<file path="config.mk">
export PLATFORM = sky130hd
export DESIGN_NAME = tdp_burst_master
export DESIGN_NICKNAME = d
export VERILOG_FILES = /design/src/rtl/tdp_pkg.sv /design/src/rtl/tdp_burst_obuf.sv /design/src/rtl/tdp_burst_master.sv
export SDC_FILE = /design/constraint.sdc
export NUM_CORES = 1
export LEC_CHECK = 0
export BUFFER_PORTS_ARGS = -buffer_cell sky130_fd_sc_hd__buf_4
export CAP_MARGIN = 20
export CORE_MARGIN = 4
export CORE_UTILIZATION = 29
export CTS_CLUSTER_SIZE = 8
export DETAILED_ROUTE_END_ITERATION = 7
export GPL_ROUTABILITY_DRIVEN = 0
export MAX_ROUTING_LAYER = met4
export PLACE_DENSITY = 0.64
export SYNTH_ARGS = -nofsm -noshare
export SYNTH_HDL_FRONTEND = slang
export SYNTH_SLANG_ARGS = --single-unit
</file>
<file path="constraint.sdc">
create_clock -name clk -period 2.55 [get_ports clk]
set_input_delay 0.3825 -clock clk [delete_from_list [all_inputs] [get_ports clk]]
set_output_delay 0.3825 -clock clk [all_outputs]
set_load 0.05 [all_outputs]
</file>
<file path="src/rtl/tdp_pkg.sv">
// tdp_pkg: types shared by tdp_burst_master and its output buffer.
//   - Default-width payload structs for the command, request and output streams.
//   - FSM state enum of the burst master. StWrAck is only reachable when
//     TDP_BURST_MASTER_WR_ACK_EN is defined.
package tdp_pkg;

  localparam int unsigned TDP_W_DATA = 16;
  localparam int unsigned TDP_W_ADDR = 16;
  localparam int unsigned TDP_W_LEN  = 8;

  typedef enum logic [2:0] {
    StIdle,
    StRdIssue,
    StWrIssue,
    StDrain,
    StWrAck
  } tdp_state_e;

  typedef struct packed {
    logic                  ctrl;  // 1 = write, 0 = read
    logic [TDP_W_DATA-1:0] data;
    logic [TDP_W_ADDR-1:0] addr;
  } tdp_req_t;

  typedef struct packed {
    logic                  wr;
    logic [TDP_W_LEN-1:0]  len;   // words - 1
    logic [TDP_W_ADDR-1:0] addr;
  } tdp_cmd_t;

  typedef struct packed {
    logic                  eot;
    logic [TDP_W_DATA-1:0] data;
  } tdp_dout_t;

endpackage

</file>
<file path="src/rtl/tdp_burst_obuf.sv">
// tdp_burst_obuf: one-entry registered valid/ready buffer that tags each word with
// an end-of-transaction flag. Sustains one word per cycle with one cycle latency.
// Ports:
//   clk, rst                    clock, synchronous active-high reset (drops the entry)
//   in_valid/in_ready/in_data   incoming read-data stream
//   in_eot                      eot flag captured together with in_data
//   out_valid/out_ready         outgoing stream handshake
//   out_data                    {eot, data}
module tdp_burst_obuf
  import tdp_pkg::*;
#(
  parameter int unsigned W_DATA = 16
) (
  input  logic              clk,
  input  logic              rst,
  input  logic              in_valid,
  output logic              in_ready,
  input  logic [W_DATA-1:0] in_data,
  input  logic              in_eot,
  output logic              out_valid,
  input  logic              out_ready,
  output logic [W_DATA:0]   out_data
);

  logic            valid_q;
  logic [W_DATA:0] data_q;

  // Accept a new word whenever the slot is empty or is being drained this cycle.
  assign in_ready  = !valid_q || out_ready;
  assign out_valid = valid_q;
  assign out_data  = data_q;

  always_ff @(posedge clk) begin
    if (rst) begin
      valid_q <= 1'b0;
      data_q  <= '0;
    end else if (in_valid && in_ready) begin
      valid_q <= 1'b1;
      data_q  <= {in_eot, in_data};
    end else if (out_ready) begin
      valid_q <= 1'b0;
    end
  end

endmodule

</file>
<file path="src/rtl/tdp_burst_master.sv">
// tdp_burst_master: turns {wr, len, addr} burst commands into single-word requests
// for one TDP RAM port and forwards read data downstream with an eot flag.
// Optional feature macro: TDP_BURST_MASTER_WR_ACK_EN adds the wr_ack stream
// (word count len+1) and the StWrAck state after each write burst.
// Ports:
//   clk, rst                       clock, synchronous active-high reset
//   cmd_valid/cmd_ready/cmd        burst command {wr, len, addr}
//   din_valid/din_ready/din        write data, consumed only by write requests
//   req_valid/req_ready/req        RAM request {ctrl, data, addr}, ctrl=1 write
//   rd_data_valid/_ready/rd_data   read data from the RAM port
//   wr_ack_valid/_ready/wr_ack     write burst completion (macro only)
//   dout_valid/dout_ready/dout     read results {eot, data}
module tdp_burst_master
  import tdp_pkg::*;
#(
  parameter int unsigned W_DATA    = 16,
  parameter int unsigned W_ADDR    = 16,
  parameter int unsigned W_LEN     = 8,
  parameter int unsigned MAX_OUTST = 4
) (
  input  logic                     clk,
  input  logic                     rst,
  input  logic                     cmd_valid,
  output logic                     cmd_ready,
  input  logic [W_LEN+W_ADDR:0]    cmd,
  input  logic                     din_valid,
  output logic                     din_ready,
  input  logic [W_DATA-1:0]        din,
  output logic                     req_valid,
  input  logic                     req_ready,
  output logic [W_DATA+W_ADDR:0]   req,
  input  logic                     rd_data_valid,
  output logic                     rd_data_ready,
  input  logic [W_DATA-1:0]        rd_data,
`ifdef TDP_BURST_MASTER_WR_ACK_EN
  output logic                     wr_ack_valid,
  input  logic                     wr_ack_ready,
  output logic [W_LEN:0]           wr_ack,
`endif
  output logic                     dout_valid,
  input  logic                     dout_ready,
  output logic [W_DATA:0]          dout
);

  localparam int unsigned W_OUTST = $clog2(MAX_OUTST + 1);
  localparam int unsigned W_CNT   = W_LEN + 1;

  typedef struct packed {
    logic              wr;
    logic [W_LEN-1:0]  len;
    logic [W_ADDR-1:0] addr;
  } cmd_t;

  typedef struct packed {
    logic              ctrl;
    logic [W_DATA-1:0] data;
    logic [W_ADDR-1:0] addr;
  } req_t;

  tdp_state_e         state_q, state_d;
  logic [W_ADDR-1:0]  addr_q, addr_d;
  logic [W_LEN-1:0]   len_q, len_d;
  logic [W_LEN-1:0]   issue_cnt_q, issue_cnt_d;
  logic [W_LEN-1:0]   resp_cnt_q, resp_cnt_d;
  logic [W_OUTST-1:0] outst_q, outst_d;

  cmd_t cmd_s;
  req_t req_s;
  logic req_hs, rd_hs, issue_rd, eot;

  assign cmd_s    = cmd;
  assign req      = req_s;
  assign req_hs   = req_valid && req_ready;
  assign rd_hs    = rd_data_valid && rd_data_ready;
  assign issue_rd = req_hs && (state_q == StRdIssue);
  assign eot      = (resp_cnt_q == len_q);

`ifdef TDP_BURST_MASTER_WR_ACK_EN
  assign wr_ack = W_CNT'(len_q) + W_CNT'(1);
`endif

  // Handshake outputs, decoded from the current state only.
  always_comb begin
    cmd_ready  = 1'b0;
    din_ready  = 1'b0;
    req_valid  = 1'b0;
    req_s.ctrl = 1'b0;
    req_s.data = '0;
    // Request address wraps silently modulo 2^W_ADDR.
    req_s.addr = addr_q + W_ADDR'(issue_cnt_q);
`ifdef TDP_BURST_MASTER_WR_ACK_EN
    wr_ack_valid = 1'b0;
`endif
    unique case (state_q)
      StIdle:    cmd_ready = 1'b1;
      StRdIssue: req_valid = (outst_q < W_OUTST'(MAX_OUTST));
      StWrIssue: begin
        req_valid  = din_valid;
        din_ready  = req_ready;
        req_s.ctrl = 1'b1;
        req_s.data = din;
      end
`ifdef TDP_BURST_MASTER_WR_ACK_EN
      StWrAck:   wr_ack_valid = 1'b1;
`endif
      default: ;
    endcase
  end

  always_comb begin
    state_d     = state_q;
    addr_d      = addr_q;
    len_d       = len_q;
    issue_cnt_d = issue_cnt_q;
    resp_cnt_d  = resp_cnt_q;
    outst_d     = outst_q;
    unique case (state_q)
      StIdle: begin
        if (cmd_valid) begin
          addr_d      = cmd_s.addr;
          len_d       = cmd_s.len;
          issue_cnt_d = '0;
          resp_cnt_d  = '0;
          state_d     = cmd_s.wr ? StWrIssue : StRdIssue;
        end
      end
      StRdIssue: begin
        if (rd_hs) resp_cnt_d = resp_cnt_q + W_LEN'(1);
        if (req_hs) begin
          issue_cnt_d = issue_cnt_q + W_LEN'(1);
          if (issue_cnt_q == len_q) state_d = StDrain;
        end
      end
      StWrIssue: begin
        if (req_hs) begin
          issue_cnt_d = issue_cnt_q + W_LEN'(1);
`ifdef TDP_BURST_MASTER_WR_ACK_EN
          if (issue_cnt_q == len_q) state_d = StWrAck;
`else
          if (issue_cnt_q == len_q) state_d = StIdle;
`endif
        end
      end
      StDrain: begin
        // Leave as the eot word enters the output buffer.
        if (rd_hs) begin
          resp_cnt_d = resp_cnt_q + W_LEN'(1);
          if (eot) state_d = StIdle;
        end
      end
`ifdef TDP_BURST_MASTER_WR_ACK_EN
      StWrAck: begin
        if (wr_ack_ready) state_d = StIdle;
      end
`endif
      default: state_d = StIdle;
    endcase

    // Simultaneous issue and response cancel out.
    if (issue_rd && !rd_hs) begin
      outst_d = outst_q + W_OUTST'(1);
    end else if (!issue_rd && rd_hs) begin
      outst_d = outst_q - W_OUTST'(1);
    end
  end

  always_ff @(posedge clk) begin
    if (rst) begin
      state_q     <= StIdle;
      addr_q      <= '0;
      len_q       <= '0;
      issue_cnt_q <= '0;
      resp_cnt_q  <= '0;
      outst_q     <= '0;
    end else begin
      state_q     <= state_d;
      addr_q      <= addr_d;
      len_q       <= len_d;
      issue_cnt_q <= issue_cnt_d;
      resp_cnt_q  <= resp_cnt_d;
      outst_q     <= outst_d;
    end
  end

  tdp_burst_obuf #(
    .W_DATA(W_DATA)
  ) u_obuf (
    .clk      (clk),
    .rst      (rst),
    .in_valid (rd_data_valid),
    .in_ready (rd_data_ready),
    .in_data  (rd_data),
    .in_eot   (eot),
    .out_valid(dout_valid),
    .out_ready(dout_ready),
    .out_data (dout)
  );

`ifndef SYNTHESIS
  // A response word with no read in flight is a RAM-side protocol error.
  always_ff @(posedge clk) begin
    if (!rst && rd_hs) begin
      assert ((state_q == StRdIssue || state_q == StDrain) && outst_q != '0)
        else $error("tdp_burst_master: unexpected rd_data word");
    end
  end
`endif

endmodule

</file>
Word-level counts from Yosys, hierarchy flattened

Cells that the tools add are included.
Widths: inputs -> output; s select.

Register bits: 64
Logic and storage cells: 70

Add/subtract/negate cells: 5
Order comparisons: 1
Equality and inequality tests: 14
Mux-type cells: 22
Reductions and logical operators: 20

Operators by type and width:

| kind                | number |
|---|---|
| $pmux 8 s2          | 2 |
| $mux 3              | 9 |
| $mux 8              | 3 |
| $mux 17             | 1 |
| $add 16x8->16       | 1 |
| $add 8x1->8 const B | 2 |
| $eq 8x8->1          | 2 |
| $pmux 3 s4          | 1 |
| $ne 2x2->1 const B  | 5 |
| $ne 2x1->1 const B  | 4 |
| $reduce_bool 2->1   | 4 |
| $reduce_and 7->1    | 1 |
| $eq 3x2->1 const B  | 2 |
| $reduce_and 3->1    | 2 |
| $logic_and 1x1->1   | 5 |
| $mux 1              | 4 |
| $reduce_or 2->1     | 2 |
| $add 3x1->3 const B | 1 |
| $eq 3x1->1 const B  | 1 |
| $logic_not 1->1     | 3 |
| $logic_not 3->1     | 1 |
| $lt 3x3->1 const B  | 1 |
| $sub 3x1->3 const B | 1 |
| $mux 2              | 1 |
| other kinds (3)     | 3 |

Longest topological paths before layout

Gate-level depths: netlist (run 1).

Depth in word-level cells: 8
Mapped depth: 12
Mapped depth without buffers: 11

Modules after synthesis

From an unflattened synthesis (run 1), not the netlist that was laid out.

Cells, all modules: 410
Area, all modules: 3,479.6 um2

Modules (own cells, without submodules):

| module           | instances | cells an instance | area each (um2) | sequential area each (um2) |
|---|---|---|---|---|
| tdp_burst_master | 1         | 328               | 2,645.0         | 900.9 |
| tdp_burst_obuf   | 1         | 82                | 834.6           | 360.3 |

Worst setup path after synthesis (run 1)

Ideal clock, no wire load.

Path type: reg2reg
Start: register u_obuf.valid_q, in the netlist u_obuf.out_valid
End: register outst_q[2]
Data arrival time: 2,908 ps
Setup slack: -428 ps
Cell stages (with the launch flop): 13
Path buffers: 3
Cells stage by stage: dfxtp_1 > nand2b_4 > and2_4 > buf_6 > inv_2 > clkbuf_1 > buf_2 > ha_1 > inv_1 > fa_1 > xor2_1 > or3_1 > a21oi_1

Word-level cells in the longest chain between the ends: 6
Elaborated cells on any way between the ends: 8
Classes of those cells: mux: 1; reduce/logical: 7

RTL lines:

| item                                               | RTL line                | RTL |
|---|---|---|
| from (decl)                                        | tdp_burst_obuf.sv:25    | `logic valid_q;` |
| from (signal assigned)                             | tdp_burst_obuf.sv:35    | `valid_q <= 1'b0;` |
| from (signal assigned)                             | tdp_burst_obuf.sv:38    | `valid_q <= 1'b1;` |
| from (signal assigned)                             | tdp_burst_obuf.sv:41    | `valid_q <= 1'b0;` |
| $logic_not 1->1 (*)                                | tdp_burst_obuf.sv:29    | `assign in_ready = !valid_q \|\| out_ready;` |
| $logic_or 1x1->1 (*)                               | tdp_burst_obuf.sv:29    |  |
| named net rd_data_ready                            | tdp_burst_master.sv:33  | `output logic rd_data_ready,` |
| $logic_and 1x1->1 (*)                              | tdp_burst_master.sv:74  | `assign rd_hs = rd_data_valid && rd_data_ready;` |
| $logic_not 1->1                                    | tdp_burst_master.sv:160 | `if (issue_rd && !rd_hs) begin` |
| $logic_and 1x1->1                                  | tdp_burst_master.sv:160 |  |
| $mux 3 / $reduce_bool 2->1 (equally long branches) | n/a                     |  |
| to (signal assigned)                               | tdp_burst_master.sv:181 | `outst_q <= outst_d;` |
| to (decl)                                          | tdp_burst_master.sv:65  | `logic [W_OUTST-1:0] outst_q, outst_d;` |

The timed path passes the listed nets; every way through them passes the cells marked *.
A chain may end at the register's enable or synchronous reset.

Worst setup path after layout (run 1)

Start: register issue_cnt_q[0]
End: output port req[7]

Word-level cells in the longest chain between the ends: 1

RTL lines:

| item                   | RTL line                | RTL |
|---|---|---|
| from (decl)            | tdp_burst_master.sv:63  | `logic [W_LEN-1:0] issue_cnt_q, issue_cnt_d;` |
| from (signal assigned) | tdp_burst_master.sv:179 | `issue_cnt_q <= issue_cnt_d;` |
| $add 16x8->16          | tdp_burst_master.sv:90  | `req_s.addr = addr_q + W_ADDR'(issue_cnt_q);` |
| to (decl)              | tdp_burst_master.sv:31  | `output logic [W_DATA+W_ADDR:0] req,` |

No other way between the ends.

==> results of run 1 <==
-- registers in the layout, summed over array words and instances (netlist names) --
register and cells:
u_obuf.out_valid 1, addr_q 16, resp_cnt_q 8, len_q 8
outst_q 3, issue_cnt_q 8, state_q 2, u_obuf.out_data 17
-- layout make-up --
cell class                 instances  area share
inverter                          10     0.00738
multi-input combinational        325       0.439
sequential                        63       0.250
clock inverter                     3     0.00836
clock buffer                      12      0.0504
timing repair buffer             137       0.210
tap                              140      0.0344
-- critical path, delay by kind of cell (launching register included) --
kind	cells	cell delay, ps
AOI/OAI and AO/OA	2	370
adders and majority gates	1	160
and+or+nand+nor	3	750
buffers and inverters	2	270
DFF	1	330
-- power breakdown --
group | switching, mW | internal [mW]
clock network | 0.418 | 0.802
logic | 1.18 | 0.653
registers | 0.105 | 1.10
total | 1.70 | 2.55
-- worst max path at each step --
stage                     depth (start not counted)  slack (ps)          to             start
after floorplan                                  12        -210  outst_q[2]  u_obuf.out_valid
after global placement                            7          70      req[7]         addr_q[1]
after detailed placement                          7          40      req[7]         addr_q[1]
after CTS                                         8         -60     req[12]    issue_cnt_q[0]
after global routing                              8        -120      req[7]    issue_cnt_q[0]
final                                             8         -50      req[7]    issue_cnt_q[0]
-- per-layer routing --
metal	routed length [um]	track usage
met1	4070	0.169
met2	4620	0.238
met3	797	0.0480
met4	104	0.0407
met5	0	-
-- cell families (layout without fill, tap and decap cells) --
group | Yosys count | after routing | share of synthesized area
simple gates | 173 | 173 | 0.242
compound gates | 91 | 91 | 0.162
flops | 63 | 63 | 0.377
xor+xnor | 40 | 40 | 0.105
buf+inv | 28 | 162 | 0.0344
fa+ha+maj | 17 | 17 | 0.0681
mux | 4 | 4 | 0.0120
-- cell usage in the layout, fill, tap and decap left out, drive strengths merged, types with 3 or more instances in the layout --
cell type,n
and3,3
a21oi,58
nor3,5
mux2i,4
xnor2,21
dfxtp,63
o21bai,4
clkbuf,12
xor2,19
buf,137
and2,20
o21ai,4
nand4,4
a211oi,3
a21o,4
nand2b,5
nand2,92
ha,15
a21boi,4
nor2,21
a2111oi,4
inv,10
nor4,6
nand3,6
-- what timing repair did --
action                     CTS  global route
pin swaps                   14             7
resized for setup           30            24
setup endpoints to repair   10            11
hold buffers                 0             0
setup buffers                4             2
==> metrics.cfg, run 1 <==
[run_status]
status = complete, but fails checks
violations = negative setup slack

[sta]
finalSetupViolCount = 5
layout_setup_ws_ps = -48.2
fin_setup_tns_ps = -111
fmax_mhz = 385
final-hold-violation-count = 0
whs_ps = 293
rsz0062_at_grt = true
fin_crit_sh = 1.02
tightest_slew_ps = 687
maxSlewViolCount = 0
relSlewSlack = 0.541
skew_ps = 4.23
fin_crit_ps = 2600

[synthesis]
ys_seq_area_frac = 0.377
async_flop_share = 0
syn_nets = 497
netlist_top_cells_area = dfxtp_1 38%, nand2_1 10%, a21oi_1 8.7%
synth_edf_count = 0
ys_top_cells_by_count = 92 x nand2_1, 63 x dfxtp_1, 58 x a21oi_1
synth.most_common_cell = nand2_1
syn_inst = 416
yosys.area.top_type_share = 0.377
yosysWarnings = 0
synthFlopType = dfxtp_1
synth_area_per_cell_um2 = 8.04
synthDistinctLibCells = 44
ys_ff_latch = 63
syn_area_mm2 = 0.00335
yosys.area.top_type = dfxtp_1

[global_route]
grt_use_total = 0.145
grt_start_max_net_pins = 54
grt_pass1_vias = 3223
grt_pass1_wl_mm = 14.9
antenna_found_initial = 0
overflow = 0

[routing]
drt-initial-drc-count = 129
vias = 3312
ant_nets = 0
wl_per_cell_um = 13.9
avgViaCountPerCell = 4.80
post-route-drc-count = 0
firstDrtPassIters = 4
drt_wl_total_mm = 9.59

[hold_path]
hp-start = cmd[1]
hold_depth = 3
min_to = addr_q[1]
holdCritPathClass = input pin to register

[worst_setup_path]
worstPathCellList = ha_4 -> buf_4 -> a21o_1 -> and4_4 -> o21a_1 -> or4b_4 -> nand3_2 -> buf_8
r2r_end = outst_q[2]
crit_path_max_fanout = 3
critPathLaunchType = register
crit_arrival_ps = 2220
slowest_delay_ps = 480
cp.required_ps = 2170
worstReg2RegStart = state_q[1]
cp_slowest_cell = or4b_4
rr_worst_depth = 11
critPathKind = register to output pin
cp-end-kind = output pin
reg2reg_slack_ps = 170

[final_layout]
syn_to_final_growth_pct = 52.1
n_antenna_cell = 0
final_area_mm2 = 0.00509
finish.net_count = 627
drive_gt1_frac = 0.364
regArea_mm2 = 0.00127
final_cells = 690
fillers = 1093
post-route-util = 0.459
multi_input_area_mm2 = 0.00224

[floorplan]
start_util = 0.302
io_pins = 119
die_y_um = 115
row_count = 38
die_w_um = 115
dieArea_mm2 = 0.0133
core_mm2 = 0.0111

[power]
peakVddDrop_mv = 0.443
power_mw = 4.25
powerDensity_mw_per_mm2 = 836
leakage_nw = 2.23

[placed_design]
dp_slack_ps = 42.8
placedCellCount = 669
port_buffers = 118
placed_area_mm2 = 0.00450
hpwl_mm = 7.11

[clocking]
cts_max_path_buffers = 2
cts.clk_slew.worst_paths_ps = 50
cts-htree-levels = 3
clock_latency_ps = 330
cts_tree = done
cts_root_buffer = clkbuf_16
cts_sinks = 63
cts-buffers-inserted = 9

[job]
cap_violations = 0

No activity file was read; power rests on OpenSTA's default activity.
==> inputs of run 2 (changes only) <==
==> constraint.sdc (replaced) <==
create_clock -name clk -period 2.55 [get_ports clk]
set_input_delay 0.51 -clock clk [delete_from_list [all_inputs] [get_ports clk]]
set_output_delay 0.51 -clock clk [all_outputs]
set_load 0.05 [all_outputs]
==> run 2 against run 1 <==
Net effect: the run still ends with negative setup slack left; clock skew up 1.6 ps; cell count up 1.9%; sequential share of layout area down 0.60 points; die area unchanged; register-to-register slack worse by 20 ps; first-iteration DRC count up 13%; flip-flop and latch count unchanged; critical path type unchanged; critical endpoint is now req[6].
==> metrics.cfg, run 2 (synthesis results as in run 1) <==
[hold_path]
hp-start = cmd[0]
holdCritPathClass = input pin to register
hold_depth = 3  ; unchanged
min_to = addr_q[0]

[final_layout]
finish.net_count = 640  ; +2.1%
syn_to_final_growth_pct = 56.5
final_common_cell = buf_4
regArea_mm2 = 0.00128  ; +0.39%
largest_reg_flops = 17  ; unchanged
fillers = 1061  ; -2.9%
final_cell_mix = 138 x buf_4, 92 x nand2_1, 55 x dfxtp_1, 54 x a21oi_1, 21 x nor2_1
drive_gt1_frac = 0.377  ; +0.0129
n_antenna_cell = 0  ; unchanged
post-route-util = 0.473  ; +0.0132
multi_input_area_mm2 = 0.00226  ; +1.0%

[clocking]
cts.clk_slew.worst_paths_ps = 50  ; about the same
cts_sinks = 63  ; unchanged
cts-htree-levels = 3  ; unchanged
cts-buffers-inserted = 9  ; unchanged
clock_latency_ps = 320  ; about the same
cts_tree = done
cts_hold_buf = 0  ; unchanged
cts_max_path_buffers = 2  ; unchanged
cts_root_buffer = clkbuf_16

[floorplan]
dieArea_mm2 = 0.0133  ; unchanged
start_util = 0.302  ; unchanged
io_pins = 119  ; unchanged
die_w_um = 115  ; unchanged
die_y_um = 115  ; unchanged
core_mm2 = 0.0111  ; unchanged
row_count = 38  ; unchanged

[power]
power_mw = 4.36  ; +2.6%
leakage_nw = 2.31  ; +3.9%
peakVddDrop_mv = 0.402  ; -9.2%
powerDensity_mw_per_mm2 = 833  ; -0.30%

[sta]
fin_crit_ps = 2720  ; +124 ps
finalSetupViolCount = 10  ; +5
layout_setup_ws_ps = -172  ; -124 ps
tightest_slew_ps = 868  ; +181 ps
rsz0062_at_grt = true
relSlewSlack = 0.420  ; -0.121
fmax_mhz = 367  ; -4.6%
skew_ps = 5.85  ; +1.62 ps
fin_crit_sh = 1.07  ; +0.0487
final-hold-violation-count = 0  ; unchanged
maxSlewViolCount = 0  ; unchanged

[global_route]
grt_start_max_net_pins = 54  ; unchanged
grt_pass1_vias = 3333  ; +3.4%
overflow = 0  ; unchanged
grt_pass1_wl_mm = 15.5  ; +4.5%
grt_use_total = 0.148  ; +0.00321
antenna_found_initial = 0  ; unchanged

[worst_setup_path]
r2r_end = outst_q[2]
critPathKind = register to output pin
worstReg2RegStart = state_q[0]
crit_arrival_ps = 2210  ; about the same
cp-end-kind = output pin
rr_worst_depth = 11  ; unchanged
cp.required_ps = 2040  ; -130 ps
reg2reg_slack_ps = 150  ; -20 ps
crit_path_max_fanout = 3  ; unchanged
critPathLaunchType = register

[routing]
drt-initial-drc-count = 146  ; +13%
drt_wl_total_mm = 9.56  ; -0.31%
firstDrtPassIters = 4  ; unchanged
post-route-drc-count = 0  ; unchanged
avgViaCountPerCell = 4.79  ; -0.31%
vias = 3364  ; +1.6%
wl_per_cell_um = 13.6  ; -2.2%
ant_nets = 0  ; unchanged

[job]
cap_violations = 0  ; unchanged

[run_status]
violations = negative setup slack
status = complete, but fails checks

[placed_design]
hpwl_mm = 7.34  ; +3.2%
port_buffers = 118  ; unchanged

[run 2: final cells by class]
class | count | area share
inverter | 10 | 0.00717
timing repair buffer | 150 | 0.224
multi-input combinational | 325 | 0.431
tap | 140 | 0.0335
clock inverter | 4 | 0.0134
clock buffer | 11 | 0.0464
sequential | 63 | 0.244
[run 2: where the power goes]
| part | internal [mW] | switching, mW | leakage (nW) |
|---|---|---|---|
| sequential | 1.10 | 0.105 | 0.520 |
| combinational | 0.699 | 1.20 | 1.64 |
| clock | 0.872 | 0.396 | 0.155 |
[run 2: metrics by stage]
| stage | std cells | setup slack, ps | setup TNS [ps] | instance area, um2 | hold WS, ps |
|---|---|---|---|---|---|
| final | 703 | -172 | -1060 | 5240 | 429 |
| after global routing | 703 | -276 | -2160 | 5240 | 424 |
| after CTS | 702 | -181 | -1100 | 5160 | 422 |
| after detailed placement | 684 | -62.8 | -262 | 4690 | 451 |
| after global placement | 684 | -38.5 | -97.3 | 4690 | 445 |
| after floorplan | 416 | -251 | -251 | 3500 | 441 |
[run 2: worst max path at each step]
stage	from	to	slack, ps	cells after the start
after CTS	issue_cnt_q[0]	req[12]	-180	8
after global routing	issue_cnt_q[0]	req[6]	-280	8
final	issue_cnt_q[0]	req[6]	-170	8
after global placement	addr_q[1]	req[7]	-40	7
after detailed placement	addr_q[1]	req[7]	-60	7
after floorplan	dout_ready	outst_q[2]	-250	12
[run 2: what timing repair did]
| item | in CTS | in global routing |
|---|---|---|
| pin swaps | 18 | 5 |
| setup buffers | 3 | 1 |
| resized for setup | 33 | 15 |
| endpoints found under the setup margin | 10 | 12 |
[run 2: per-layer routing]
metal | global-route usage | share of wire | vias to the layer above | wire length [um]
li1 | - | - | 1692 | -
met1 | 0.184 | 0.43 | 1579 | 4110
met2 | 0.242 | 0.50 | 85 | 4790
met3 | 0.0282 | 0.056 | 8 | 534
met4 | 0.0485 | 0.013 | 0 | 125
met5 | - | 0 | - | 0
[run 2: critical path, cell delays in order (launching register included)]
cell      delay, ps
dfxtp_2         330
ha_4            170
fa_2            360
a21o_1          180
a21oi_2         210
o21bai_1        100
a21oi_1         190
xnor2_1         140
buf_4           210
